File: src/rtl/cpu_pkg.sv
// -----------------------------------------------------------------------------
// cpu_pkg
// Shared definitions for the interrupt controller slice:
//   - irq_state_e       : controller FSM state encoding (IDLE / TAKE / RET)
//   - DEF_VECTOR_BASE   : default handler address of source 0
//   - DEF_VECTOR_STRIDE : default spacing between handler entries
//   - vector_addr()     : handler address for a source index (32-bit wrap)
// -----------------------------------------------------------------------------
package cpu_pkg;

  typedef enum logic [1:0] {
    ST_IDLE = 2'd0,
    ST_TAKE = 2'd1,
    ST_RET  = 2'd2
  } irq_state_e;

  localparam logic [31:0] DEF_VECTOR_BASE   = 32'h0000_0800;
  localparam logic [31:0] DEF_VECTOR_STRIDE = 32'h0000_0010;

  function automatic logic [31:0] vector_addr(input logic [31:0] base,
                                              input logic [31:0] stride,
                                              input logic [3:0]  idx);
    return base + stride * {28'd0, idx};
  endfunction

endpackage

File: src/rtl/irq_priority_encoder.sv
// -----------------------------------------------------------------------------
// irq_priority_encoder
// Selects the highest-index asserted request line.
// Ports:
//   req   [N-1:0] in  : request vector (bit k has priority k)
//   valid         out : at least one request asserted
//   idx   [3:0]   out : index of the winning request (0 when !valid)
// -----------------------------------------------------------------------------
module irq_priority_encoder #(
  parameter int N = 3
) (
  input  logic [N-1:0] req,
  output logic         valid,
  output logic [3:0]   idx
);

  // Ascending scan: the last asserted bit seen is the highest index.
  always_comb begin
    valid = 1'b0;
    idx   = 4'd0;
    for (int k = 0; k < N; k++) begin
      if (req[k]) begin
        valid = 1'b1;
        idx   = 4'(k);
      end
    end
  end

endmodule

File: src/rtl/interrupt_controller.sv
// -----------------------------------------------------------------------------
// interrupt_controller
// Nested, priority-based exception controller. Rising edges on ExpSrc latch
// pending requests; the highest enabled pending source above the current
// in-service priority is taken (PC pushed, vector issued). Eret pops a level.
//
// Ports:
//   Clock                 in  : sole clock, rising edge
//   Reset_n               in  : synchronous active-low reset
//   ExpSrc   [NUM_SRC]    in  : request lines, rising edge raises a request
//   MaskWe / MaskIn       in  : mask write strobe / data (1 = enabled)
//   ReturnPC [32]         in  : PC saved on entry
//   Eret                  in  : return from innermost handler (pulse)
//   TakeExp               out : one-cycle pulse, CPU loads VectorPC
//   VectorPC [32]         out : handler address, valid with TakeExp
//   EpcOut   [32]         out : saved PC of innermost level (0 at Depth=0)
//   Pending  [NUM_SRC]    out : latched, not-yet-serviced requests
//   Depth    [4]          out : current nesting level
//   Overflow              out : sticky, request blocked by full nest depth
//   TakeCount[NUM_SRC*32] out : per-source saturating take counts
//                               (only with IRQ_COUNTERS_EN defined)
//
// Build option: define IRQ_COUNTERS_EN to add the TakeCount port and counters.
// -----------------------------------------------------------------------------
module interrupt_controller #(
  parameter int          NUM_SRC       = 3,
  parameter int          NEST_DEPTH    = 3,
  parameter logic [31:0] VECTOR_BASE   = cpu_pkg::DEF_VECTOR_BASE,
  parameter logic [31:0] VECTOR_STRIDE = cpu_pkg::DEF_VECTOR_STRIDE
) (
  input  logic                 Clock,
  input  logic                 Reset_n,
  input  logic [NUM_SRC-1:0]   ExpSrc,
  input  logic                 MaskWe,
  input  logic [NUM_SRC-1:0]   MaskIn,
  input  logic [31:0]          ReturnPC,
  input  logic                 Eret,
  output logic                 TakeExp,
  output logic [31:0]          VectorPC,
  output logic [31:0]          EpcOut,
  output logic [NUM_SRC-1:0]   Pending,
  output logic [3:0]           Depth,
  output logic                 Overflow
`ifdef IRQ_COUNTERS_EN
  ,
  output logic [NUM_SRC*32-1:0] TakeCount
`endif
);

  import cpu_pkg::*;

  // Stack is sized to a power of two so the depth counter's low bits address
  // it directly; modular pointer arithmetic then gives the top entry.
  localparam int         PTR_W    = (NEST_DEPTH > 1) ? $clog2(NEST_DEPTH) : 1;
  localparam int         STK_N    = 1 << PTR_W;
  localparam logic [3:0] NEST_MAX = 4'(NEST_DEPTH);

  irq_state_e             state_q, state_d;
  logic [NUM_SRC-1:0]     exp_src_p0;
  logic [NUM_SRC-1:0]     pending_q;
  logic [NUM_SRC-1:0]     mask_q;
  logic [3:0]             depth_q;
  logic                   overflow_q;
  logic [3:0]             take_idx_q;
  logic [31:0]            stack_pc  [STK_N];
  logic [3:0]             stack_idx [STK_N];

  logic [PTR_W-1:0]       wr_ptr, rd_ptr;
  logic signed [5:0]      cur_pri;
  logic [NUM_SRC-1:0]     rise;
  logic [NUM_SRC-1:0]     eligible;
  logic [NUM_SRC-1:0]     win_clr;
  logic                   enc_valid;
  logic [3:0]             enc_idx;
  logic                   eret_ok;
  logic                   do_push, do_pop;

  assign wr_ptr  = depth_q[PTR_W-1:0];
  assign rd_ptr  = wr_ptr - PTR_W'(1);
  assign cur_pri = (depth_q == 4'd0) ? -6'sd1 : $signed({2'b00, stack_idx[rd_ptr]});
  assign rise    = ExpSrc & ~exp_src_p0;
  assign eret_ok = Eret && (depth_q != 4'd0);

  always_comb begin
    eligible = '0;
    for (int k = 0; k < NUM_SRC; k++) begin
      eligible[k] = pending_q[k] & mask_q[k] & ($signed(6'(k)) > cur_pri);
    end
  end

  irq_priority_encoder #(
    .N (NUM_SRC)
  ) u_prio (
    .req   (eligible),
    .valid (enc_valid),
    .idx   (enc_idx)
  );

  // ---- FSM: state register ----
  always_ff @(posedge Clock) begin
    if (!Reset_n) state_q <= ST_IDLE;
    else          state_q <= state_d;
  end

  // ---- FSM: next state (Eret wins over a simultaneous take) ----
  always_comb begin
    state_d = state_q;
    unique case (state_q)
      ST_IDLE: begin
        if (eret_ok)                              state_d = ST_RET;
        else if (enc_valid && depth_q < NEST_MAX) state_d = ST_TAKE;
      end
      ST_TAKE: state_d = ST_IDLE;
      ST_RET:  state_d = ST_IDLE;
      default: state_d = ST_IDLE;
    endcase
  end

  // ---- FSM: outputs / transition strobes ----
  always_comb begin
    TakeExp = (state_q == ST_TAKE);
    do_push = (state_q == ST_IDLE) && (state_d == ST_TAKE);
    do_pop  = (state_q == ST_IDLE) && (state_d == ST_RET);
    win_clr = do_push ? (NUM_SRC'(1) << enc_idx) : '0;
  end

  // ---- Stage p0: edge capture, pending/mask, nest stack ----
  always_ff @(posedge Clock) begin
    if (!Reset_n) begin
      exp_src_p0 <= '0;
      pending_q  <= '0;
      mask_q     <= '1;
      depth_q    <= 4'd0;
      overflow_q <= 1'b0;
      take_idx_q <= 4'd0;
      for (int i = 0; i < STK_N; i++) begin
        stack_pc[i]  <= 32'd0;
        stack_idx[i] <= 4'd0;
      end
    end else begin
      exp_src_p0 <= ExpSrc;
      if (MaskWe) mask_q <= MaskIn;
      // A fresh edge on the winner in its clear cycle keeps it pending.
      pending_q  <= (pending_q & ~win_clr) | rise;
      if ((state_q == ST_IDLE) && enc_valid && (depth_q == NEST_MAX))
        overflow_q <= 1'b1;
      if (do_push) begin
        stack_pc[wr_ptr]  <= ReturnPC;
        stack_idx[wr_ptr] <= enc_idx;
        take_idx_q        <= enc_idx;
        depth_q           <= depth_q + 4'd1;
      end else if (do_pop) begin
        depth_q <= depth_q - 4'd1;
      end
    end
  end

  assign VectorPC = vector_addr(VECTOR_BASE, VECTOR_STRIDE, take_idx_q);
  assign EpcOut   = (depth_q != 4'd0) ? stack_pc[rd_ptr] : 32'd0;
  assign Pending  = pending_q;
  assign Depth    = depth_q;
  assign Overflow = overflow_q;

`ifdef IRQ_COUNTERS_EN
  logic [31:0] take_cnt [NUM_SRC];

  function automatic logic [31:0] sat_inc(input logic [31:0] v);
    return (v == 32'hFFFF_FFFF) ? v : v + 32'd1;
  endfunction

  // ---- Stage p1: per-source take counters ----
  always_ff @(posedge Clock) begin
    if (!Reset_n) begin
      for (int k = 0; k < NUM_SRC; k++) take_cnt[k] <= 32'd0;
    end else begin
      for (int k = 0; k < NUM_SRC; k++) begin
        if ((state_q == ST_TAKE) && (take_idx_q == 4'(k)))
          take_cnt[k] <= sat_inc(take_cnt[k]);
      end
    end
  end

  always_comb begin
    TakeCount = '0;
    for (int k = 0; k < NUM_SRC; k++) TakeCount[k*32 +: 32] = take_cnt[k];
  end
`endif

endmodule

File: config.mk
export PLATFORM = sky130hd
export DESIGN_NAME = interrupt_controller
export DESIGN_NICKNAME = d
export VERILOG_FILES = /design/src/rtl/cpu_pkg.sv /design/src/rtl/irq_priority_encoder.sv /design/src/rtl/interrupt_controller.sv
export SDC_FILE = /design/constraint.sdc
export NUM_CORES = 1
export LEC_CHECK = 0
export ABC_CLOCK_PERIOD_IN_PS = 15190
export BUFFER_PORTS_ARGS = -buffer_cell sky130_fd_sc_hd__buf_2
export CAP_MARGIN = 10
export CORE_MARGIN = 2
export CORE_UTILIZATION = 60
export DETAILED_ROUTE_END_ITERATION = 10
export GPL_TIMING_DRIVEN = 0
export PLACE_DENSITY = 0.84
export REMOVE_ABC_BUFFERS = 1
export SETUP_SLACK_MARGIN = 0.1
export SLEW_MARGIN = 20
export SYNTH_ARGS = -nofsm -noshare
export SYNTH_HDL_FRONTEND = slang
export SYNTH_SLANG_ARGS = --single-unit
File: constraint.sdc
create_clock -name Clock -period 15.19 [get_ports Clock]
set_clock_uncertainty 0.05 [all_clocks]
set_input_delay 1.519 -clock Clock [delete_from_list [all_inputs] [get_ports Clock]]
set_output_delay 1.519 -clock Clock [all_outputs]
set_load 0.01 [all_outputs]
==> results by group, run 1 <==
Run status
  • Status: complete, no violations

Floorplan
  • IO Count: 115
  • Core area: 0.0120 mm2
  • Row count: 40
  • Initial Utilization: 61.1%
  • Die ar.: 0.0131 mm2
  • Die Ht: 114 um
  • Chip width: 114 um

Placement
  • PortBufs: 84
  • HPWL after detailed placement: 9180 um
  • Final GP Congestion: 0.826
  • Placed Instance Area: 0.00790 mm2

STA
  • Slew headroom: 29.5%
  • Worst slew pin tran: 1.06 ns
  • Hold Vio Cnt, Final: 0
  • Setup TNS: 0 ns
  • Number of setup violations in the final report: 0
  • Achievable frequency: 223 MHz
  • Tcrit/Tclk final: 29.5%
  • Tmin final: 4.48 ns
  • Minimum hold slack: 0.386 ns
  • Final Max Tran Viols: 0
  • RSZ-0062 raised after global routing: false

Critical path
  • CP max stage delay: 0.62 ns
  • CP startpoint: Depth[0]$_SDFFE_PN0P_
  • Worst EP arrival: 2.91 ns
  • Startpoint Class: flop
  • Crit-path cells: buf_16 > inv_1 > ha_2 > buf_12 > mux4_2 > and2_1 > buf_2
  • Crit path max-delay family: buffers and inverters
  • Nature of the critical path endpoint: output port
  • Req. time, crit path: 13.62 ns
  • Buf/Inv on CP: 4
  • Flop2flop setup slack: 10.89 ns
  • CP max-delay cell: ha_2
  • Kind of critical path: reg2out
  • Worst flop-to-flop path startpoint: Depth[0]$_SDFFE_PN0P_
  • Peak fanout along the critical path: 31

Layout
  • Final Instance Area: 0.00848 mm2
  • Fill count: 781
  • Sequential Area: 0.00445 mm2
  • Share of layout cells above drive strength 1: 26.8%
  • Multi-input logic area: 0.00264 mm2
  • # nets final: 646
  • Area Growth Syn to Fin: 15.9%

Synth
  • Yosys Warn Count: 0
  • Post-synth top area share: 55.9%
  • Sequential element share of the synthesized area: 60.8%
  • Post-synth cell types: 45
  • Post-Synthesis Cell Area: 0.00731 mm2
  • Synth top area cells: edfxtp_1, and2_1, mux4_2
  • Syn_area_per_cell: 14.2 um2
  • Post-Synthesis Cells: 516
  • Biggest area consumer among synthesized cells: edfxtp_1
  • Seq cells post-synth: 154

Clocking
  • Setup bufs post-CTS: 0
  • Worst-path clk slew: 0.05 ns
  • TritonCTS Buffers: 17
  • CTS tree: built
  • Clock insertion delay at the later pin of the skew report: 0.43 ns
  • H-tree Lvls: 4
  • Root buffer selected by CTS: clkbuf_16
  • Buffer depth of the longest clock path: 2
  • Clk sink count: 154
  • Post-CTS Hold Buffers: 0
  • Post-CTS sizing: 0

Hold path
  • Hold wc startpoint: exp_src_p0[1]$_SDFF_PN0_
  • Hold Path Class: reg2reg

Detailed routing
  • Drt pass-1 iters: 4
  • WL per Instance: 19.4 um
  • Vias per Instance: 5.66
  • DRC errors left: 0
  • Routed WL: 14800 um
  • Antenna Nets Post-Route: 0
  • DR iter-0 viols: 257
  • Routed vias: 4301

Job
  • Max_cap viols: 0

GRT
  • Initial antenna violation count: 2
  • Global-route usage over all layers: 24.2%
  • First-pass GRT wire length: 23200 um
  • Vias in the first global route: 4531
  • Largest net degree at the start of global routing: 42
  • Total grt overflow: 0

Power
  • Lkg Pwr: 3.36 nW
  • PD cells: 175 mW/mm2
  • Tot Pwr: 1.48 mW
  • Worst vdd ir: 0.0914 mV
## per-layer routing
metal	vias up	global-route usage (%)	wire length (um)
met3	22	6.25	816
li1	1967	-	-
met2	135	43.1	7960
met5	-	0	16
met4	2	10.9	265
met1	2175	27.5	5700
## where the power goes
group	internal (mW)	switching (mW)
Sequential	0.532	0.0310
Clock	0.255	0.156
Combinational	0.235	0.275
Total	1.02	0.462
## cell families (layout without fill, tap and decap cells)
family | Yosys count | after routing | share of synthesized area, %
flip-flops | 154 | 154 | 60.8
other | 2 | 31 | 0.103
AND/OR/NAND/NOR | 212 | 212 | 17.3
multiplexers | 42 | 42 | 11.6
AO/OA/AOI/OAI | 36 | 36 | 3.95
buffers and inverters | 64 | 132 | 5.18
adder cells (fa/ha/maj) | 5 | 5 | 0.958
XOR/XNOR | 1 | 1 | 0.120
## registers in the layout, summed over array words and instances, names as in the netlist
| name | cells |
|---|---|
| Depth | 4 |
| Overflow | 1 |
| Pending | 3 |
| exp_src_p0 | 3 |
| mask_q | 3 |
| stack_idx | 8 |
| stack_pc | 128 |
| state_q | 2 |
| take_idx_q | 2 |
## worst paths after layout
check | endpoint | cells past startpoint
max | EpcOut[1] | 7
min | Pending[1]$_SDFF_PN0_ | 1
max reg2reg | Depth[3]$_SDFFE_PN0P_ | 13
min reg2reg | Pending[1]$_SDFF_PN0_ | 1
## per-stage QoR
| step | cells | utilization [%] | worst slack, ns |
|---|---|---|---|
| floorplan | 486 | - | 7.94 |
| global route | 760 | 70.9 | 10.52 |
| detailed placement | 727 | 66.1 | 10.79 |
| CTS | 759 | 70.8 | 10.64 |
| finish | 760 | 70.9 | 10.71 |
| global placement | 717 | 64.1 | 4.82 |
## cells in the mapped netlist, drive strengths merged
cell type,n
o31ai,1
a2111o,1
and2,163
mux4,34
nand4,1
and3b,1
dfxtp,18
a21oi,8
nand2b,4
clkbuf,21
a31oi,1
or4,1
a22oi,1
o211ai,1
o21ai,7
nor2b,3
nand3,2
or3b,1
nor3b,2
conb,2
a21o,4
ha,4
nor3,1
o21a,1
buf,37
a222oi,1
a211oi,4
nand2,16
or3,3
edfxtp,136
nor2,13
a2111oi,2
and3,1
mux2i,8
inv,6
o22ai,2
xor2,1
o2bb2ai,1
a31o,1
fa,1
## cell type report
type	count	share of cell area, %
Antenna cell	1	0.0295
Clock buffer	22	5.24
Clock inverter	10	1.48
Inverter	6	0.266
Multi-Input combinational cell	326	31.2
Sequential cell	154	52.5
Tap cell	147	2.17
Timing Repair Buffer	94	7.17
## layout by cell type (no fill, tap or decap), types with 3 or more instances in the layout
cell type | Yosys | final
and2_1 | 163 | 163
edfxtp_1 | 136 | 136
buf_2 | 3 | 84
mux4_2 | 34 | 34
conb_1 | 2 | 30
dfxtp_1 | 18 | 17
clkbuf_16 | 0 | 17
nand2_1 | 16 | 16
nor2_1 | 13 | 13
mux2i_1 | 8 | 8
inv_1 | 6 | 6
a21oi_1 | 7 | 6
clkbuf_1 | 21 | 5
buf_16 | 0 | 5
o21ai_0 | 7 | 4
nand2b_1 | 4 | 4
a21o_1 | 4 | 4
a211oi_1 | 4 | 4
clkinv_1 | 0 | 4
buf_4 | 30 | 4
o21ai_4 | 0 | 3
nor2b_1 | 3 | 3
ha_1 | 4 | 3
bufinv_16 | 0 | 3
Power figures use the tool's default switching activity.
==> inputs of run 2 (changes only) <==
--- a/config.mk
+++ b/config.mk
@@ -5,14 +5,15 @@
 export SDC_FILE = /design/constraint.sdc
 export NUM_CORES = 1
 export LEC_CHECK = 0
-export ABC_CLOCK_PERIOD_IN_PS = 15190
+export ABC_AREA = 1
+export ABC_CLOCK_PERIOD_IN_PS = 4010
 export BUFFER_PORTS_ARGS = -buffer_cell sky130_fd_sc_hd__buf_2
 export CAP_MARGIN = 10
 export CORE_MARGIN = 2
-export CORE_UTILIZATION = 60
+export CORE_UTILIZATION = 52
 export DETAILED_ROUTE_END_ITERATION = 10
 export GPL_TIMING_DRIVEN = 0
-export PLACE_DENSITY = 0.84
+export PLACE_DENSITY = 0.77
 export REMOVE_ABC_BUFFERS = 1
 export SETUP_SLACK_MARGIN = 0.1
 export SLEW_MARGIN = 20
==> constraint.sdc (replaced) <==
create_clock -name Clock -period 4.01 [get_ports Clock]
set_clock_uncertainty 0.05 [all_clocks]
set_input_delay 0.401 -clock Clock [delete_from_list [all_inputs] [get_ports Clock]]
set_output_delay 0.401 -clock Clock [all_outputs]
set_load 0.01 [all_outputs]
==> run 2 against run 1 <==
  * Wire length up 22%
  * Synthesized cell count up 46%
  * Clock-buffer cell count down 1
  * Via count up 30%
  * Final cell count up 34%
  * Critical endpoint is now stack_pc[0][12]$_SDFFCE_PN0P_
==> results by group, run 2 <==
Critical path
  • Reg2reg end: stack_pc[0][12]$_SDFFCE_PN0P_
  • Req. time, crit path: 4.09 ns
  • Crit path max-delay family: buffers and inverters
  • Flop2flop setup slack: 0.39 ns
  • Worst EP arrival: 3.70 ns
  • Crit-path cells: buf_16 > inv_16 > ha_4 > buf_4 > nand3_1 > nand2_1 > nand2_1 > nand3_1 > nand3_4 > nand4_4 > buf_12 > o21ai_4 > buf_4
  • Kind of critical path: reg2reg
  • Nature of the critical path endpoint: flop
  • CP max-delay cell: dfxtp_4
  • Buf/Inv on CP: 5
  • Reg2reg path depth: 13
  • Startpoint Class: flop
  • Peak fanout along the critical path: 108
  • Worst flop-to-flop path startpoint: Depth[0]$_SDFFE_PN0P_
  • CP max stage delay: 0.37 ns

Placement
  • PortBufs: 84
  • Inst Count DP: 975
  • Final GP Congestion: 0.753
  • HPWL after detailed placement: 9580 um

Synth
  • Synth Area in XOR/XNOR: 0.113%
  • Post-synth cell types: 32
  • Fraction of registers with async set/reset: 0%
  • Post-Synthesis Cell Area: 0.00772 mm2
  • Yosys Warn Count: 0
  • Sequential element share of the synthesized area: 57.6%
  • Post-synth top area share: 52.9%
  • Syn_area_per_cell: 10.3 um2
  • Predominant post-synthesis flop cell: edfxtp_1
  • Largest family of logic cells by synthesized area: simple AND/OR/NAND/NOR gates
  • Post-Synthesis Cells: 751
  • Mux cell area share after synthesis: 0%
  • Count leader, synth: nor2_1
  • Synth top area cells: edfxtp_1, nor3_2, nor2_1
  • Biggest area consumer among synthesized cells: edfxtp_1
  • Adder-cell share of the synthesized area: 0.907%
  • Synth Area in Compound Gates: 7.21%
  • Synth cell count leaders: nor2_1, edfxtp_1, nor3_2
  • Number of synthesized flops with an enable pin: 136
  • Post-Synth Simple-Gate Area: 24.2%
  • Seq cells post-synth: 154

STA
  • Achievable frequency: 277 MHz
  • Final Max Tran Viols: 0
  • Tmin final: 3.62 ns
  • Worst slew pin tran: 0.694 ns
  • Hold Vio Cnt, Final: 0
  • Slew headroom: 53.6%
  • RSZ-0062 raised after global routing: false
  • Number of setup violations in the final report: 0
  • Minimum hold slack: 0.118 ns
  • Tcrit/Tclk final: 90.2%
  • Setup TNS: 0 ns

Power
  • Clock power share: 23.0%
  • Worst vdd ir: 0.452 mV
  • PD cells: 726 mW/mm2
  • Psw: 2.71 mW
  • Switch share: 41.6%
  • Lkg Pwr: 3.66 nW
  • Combinational share of power: 45.3%
  • Seq pwr share: 31.7%
  • Internal power: 3.81 mW

Floorplan
  • IO Count: 115
  • Die ar.: 0.0158 mm2
  • Die Ht: 126 um
  • Initial Utilization: 53.1%
  • Chip width: 126 um
  • Core area: 0.0145 mm2
  • Row count: 44

Layout
  • Layout Cells excl Fill: 1022
  • Most frequent cells in the layout: nor2_1, edfxtp_1, buf_2, nor3_2, o21ai_0
  • Fill count: 1155
  • Area Growth Syn to Fin: 16.3%
  • Layout Utilization: 61.8%
  • Commonest non-fill, non-tap cell in the layout: nor2_1
  • Inserted Diodes: 0
  • Multi-input logic area: 0.00270 mm2
  • Sequential Area: 0.00445 mm2
  • Max reg flops: 128
  • # nets final: 873
  • Share of layout cells above drive strength 1: 27.3%
  • Top reg by flops: stack_pc

Clocking
  • TritonCTS Buffers: 17
  • H-tree Lvls: 4
  • Clock insertion delay at the later pin of the skew report: 0.43 ns
  • Root buffer selected by CTS: clkbuf_16
  • Clk sink count: 154
  • Worst-path clk slew: 0.06 ns
  • Post-CTS Hold Buffers: 0
  • Buffer depth of the longest clock path: 2
  • CTS tree: built

GRT
  • Largest net degree at the start of global routing: 109
  • Vias in the first global route: 5325
  • First-pass GRT wire length: 27600 um
  • Initial antenna violation count: 1
  • Global-route usage over all layers: 22.7%
  • Total grt overflow: 0

Detailed routing
  • Routed WL: 18000 um
  • Antenna Nets Post-Route: 0
  • Vias per Instance: 5.47
  • DR iter-0 viols: 608
  • Drt pass-1 iters: 5
  • Routed vias: 5588
  • DRC errors left: 0
  • WL per Instance: 17.6 um

Hold path
  • Hold EP: exp_src_p0[2]$_SDFF_PN0_
  • Hold wc startpoint: ExpSrc[2]
  • Hold Path Class: in2reg
  • Hold path cells: 3

Job
  • Max_cap viols: 0

Run status
  • Status: complete, no violations
run 2: cell types whose count changed after synthesis, sizes merged, moves of 22 or more:
cell,previous run,this run
and2,163,0
nor3,1,103
mux4,34,0
buf,37,59
inv,6,61
nor2,13,166
nand2,16,40
o21ai,7,69
a21oi,8,38
run 2: final cells by class:
cell class / count / share of cell area [%]
Clock buffer: 21 / 4.90
Clock inverter: 10 / 1.14
Inverter: 61 / 2.84
Multi-Input combinational cell: 484 / 30.0
Sequential cell: 154 / 49.5
Tap cell: 184 / 2.56
Timing Repair Buffer: 108 / 8.99
run 2: how the worst max path moves through the flow:
| stage | end | start | depth (start not counted) | slack, ns |
|---|---|---|---|---|
| 2_1_floorplan | stack_idx[2][0]$_SDFFCE_PN0P_ | Depth[0]$_SDFFE_PN0P_ | 10 | -5.24 |
| 3_3_place_gp | stack_pc[2][3]$_SDFFCE_PN0P_ | Depth[0]$_SDFFE_PN0P_ | 10 | -10.43 |
| 3_5_place_dp | stack_pc[0][16]$_SDFFCE_PN0P_ | Depth[0]$_SDFFE_PN0P_ | 13 | -1.78 |
| 4_1_cts | stack_pc[0][12]$_SDFFCE_PN0P_ | Depth[0]$_SDFFE_PN0P_ | 13 | 0.12 |
| 5_1_grt | Depth[3]$_SDFFE_PN0P_ | Depth[1]$_SDFFE_PN0P_ | 17 | 0.15 |
| 6_report | stack_pc[0][12]$_SDFFCE_PN0P_ | Depth[0]$_SDFFE_PN0P_ | 13 | 0.39 |
run 2: what timing repair did:
action                     CTS  global route
gates resized for setup      6             3
setup endpoints to repair  313           100
cloned                       2             1
pin swaps                    5             0
setup buffers               10             3
run 2: metrics by stage:
step	cell area [um2]	setup slack, ns	total power, mW
2_1_floorplan	7300	-5.24	3.80
6_report	8980	0.395	6.52
3_5_place_dp	8210	-1.78	4.78
3_3_place_gp	7950	-10.43	4.66
5_1_grt	8980	0.152	6.88
4_1_cts	8910	0.125	6.44
run 2: kinds of logic (layout without fill, tap and decap cells):
| kind of cell | after synthesis | after routing |
|---|---|---|
| buffers and inverters | 143 | 200 |
| xor gates and xnor gates | 1 | 1 |
| other | 2 | 30 |
| AOI/OAI and AO/OA | 109 | 109 |
| and+or+nand+nor | 337 | 339 |
| DFF | 154 | 154 |
| adders and majority gates | 5 | 5 |
run 2: power by group through the flow:
stage	Combinational, mW	Clock [mW]	Sequential (mW)
floorplan	1.58	0	2.22
global placement	2.38	0	2.28
detailed placement	2.64	0	2.14
CTS	2.83	1.50	2.10
global route	3.22	1.58	2.08
finish	2.95	1.50	2.07
run 2: worst min-delay path, stage by stage:
cell and delay, ns:
buf_2 0.07, nand2_1 0.05, inv_1 0.04
run 2: routing by layer:
metal / routed length, um / track usage, % / vias up
met5: 13 / 0 / -
met4: 303 / 7.95 / 2
met3: 1450 / 5.01 / 30
met2: 8830 / 37.7 / 271
met1: 7420 / 29.8 / 2632
li1: - / - / 2653
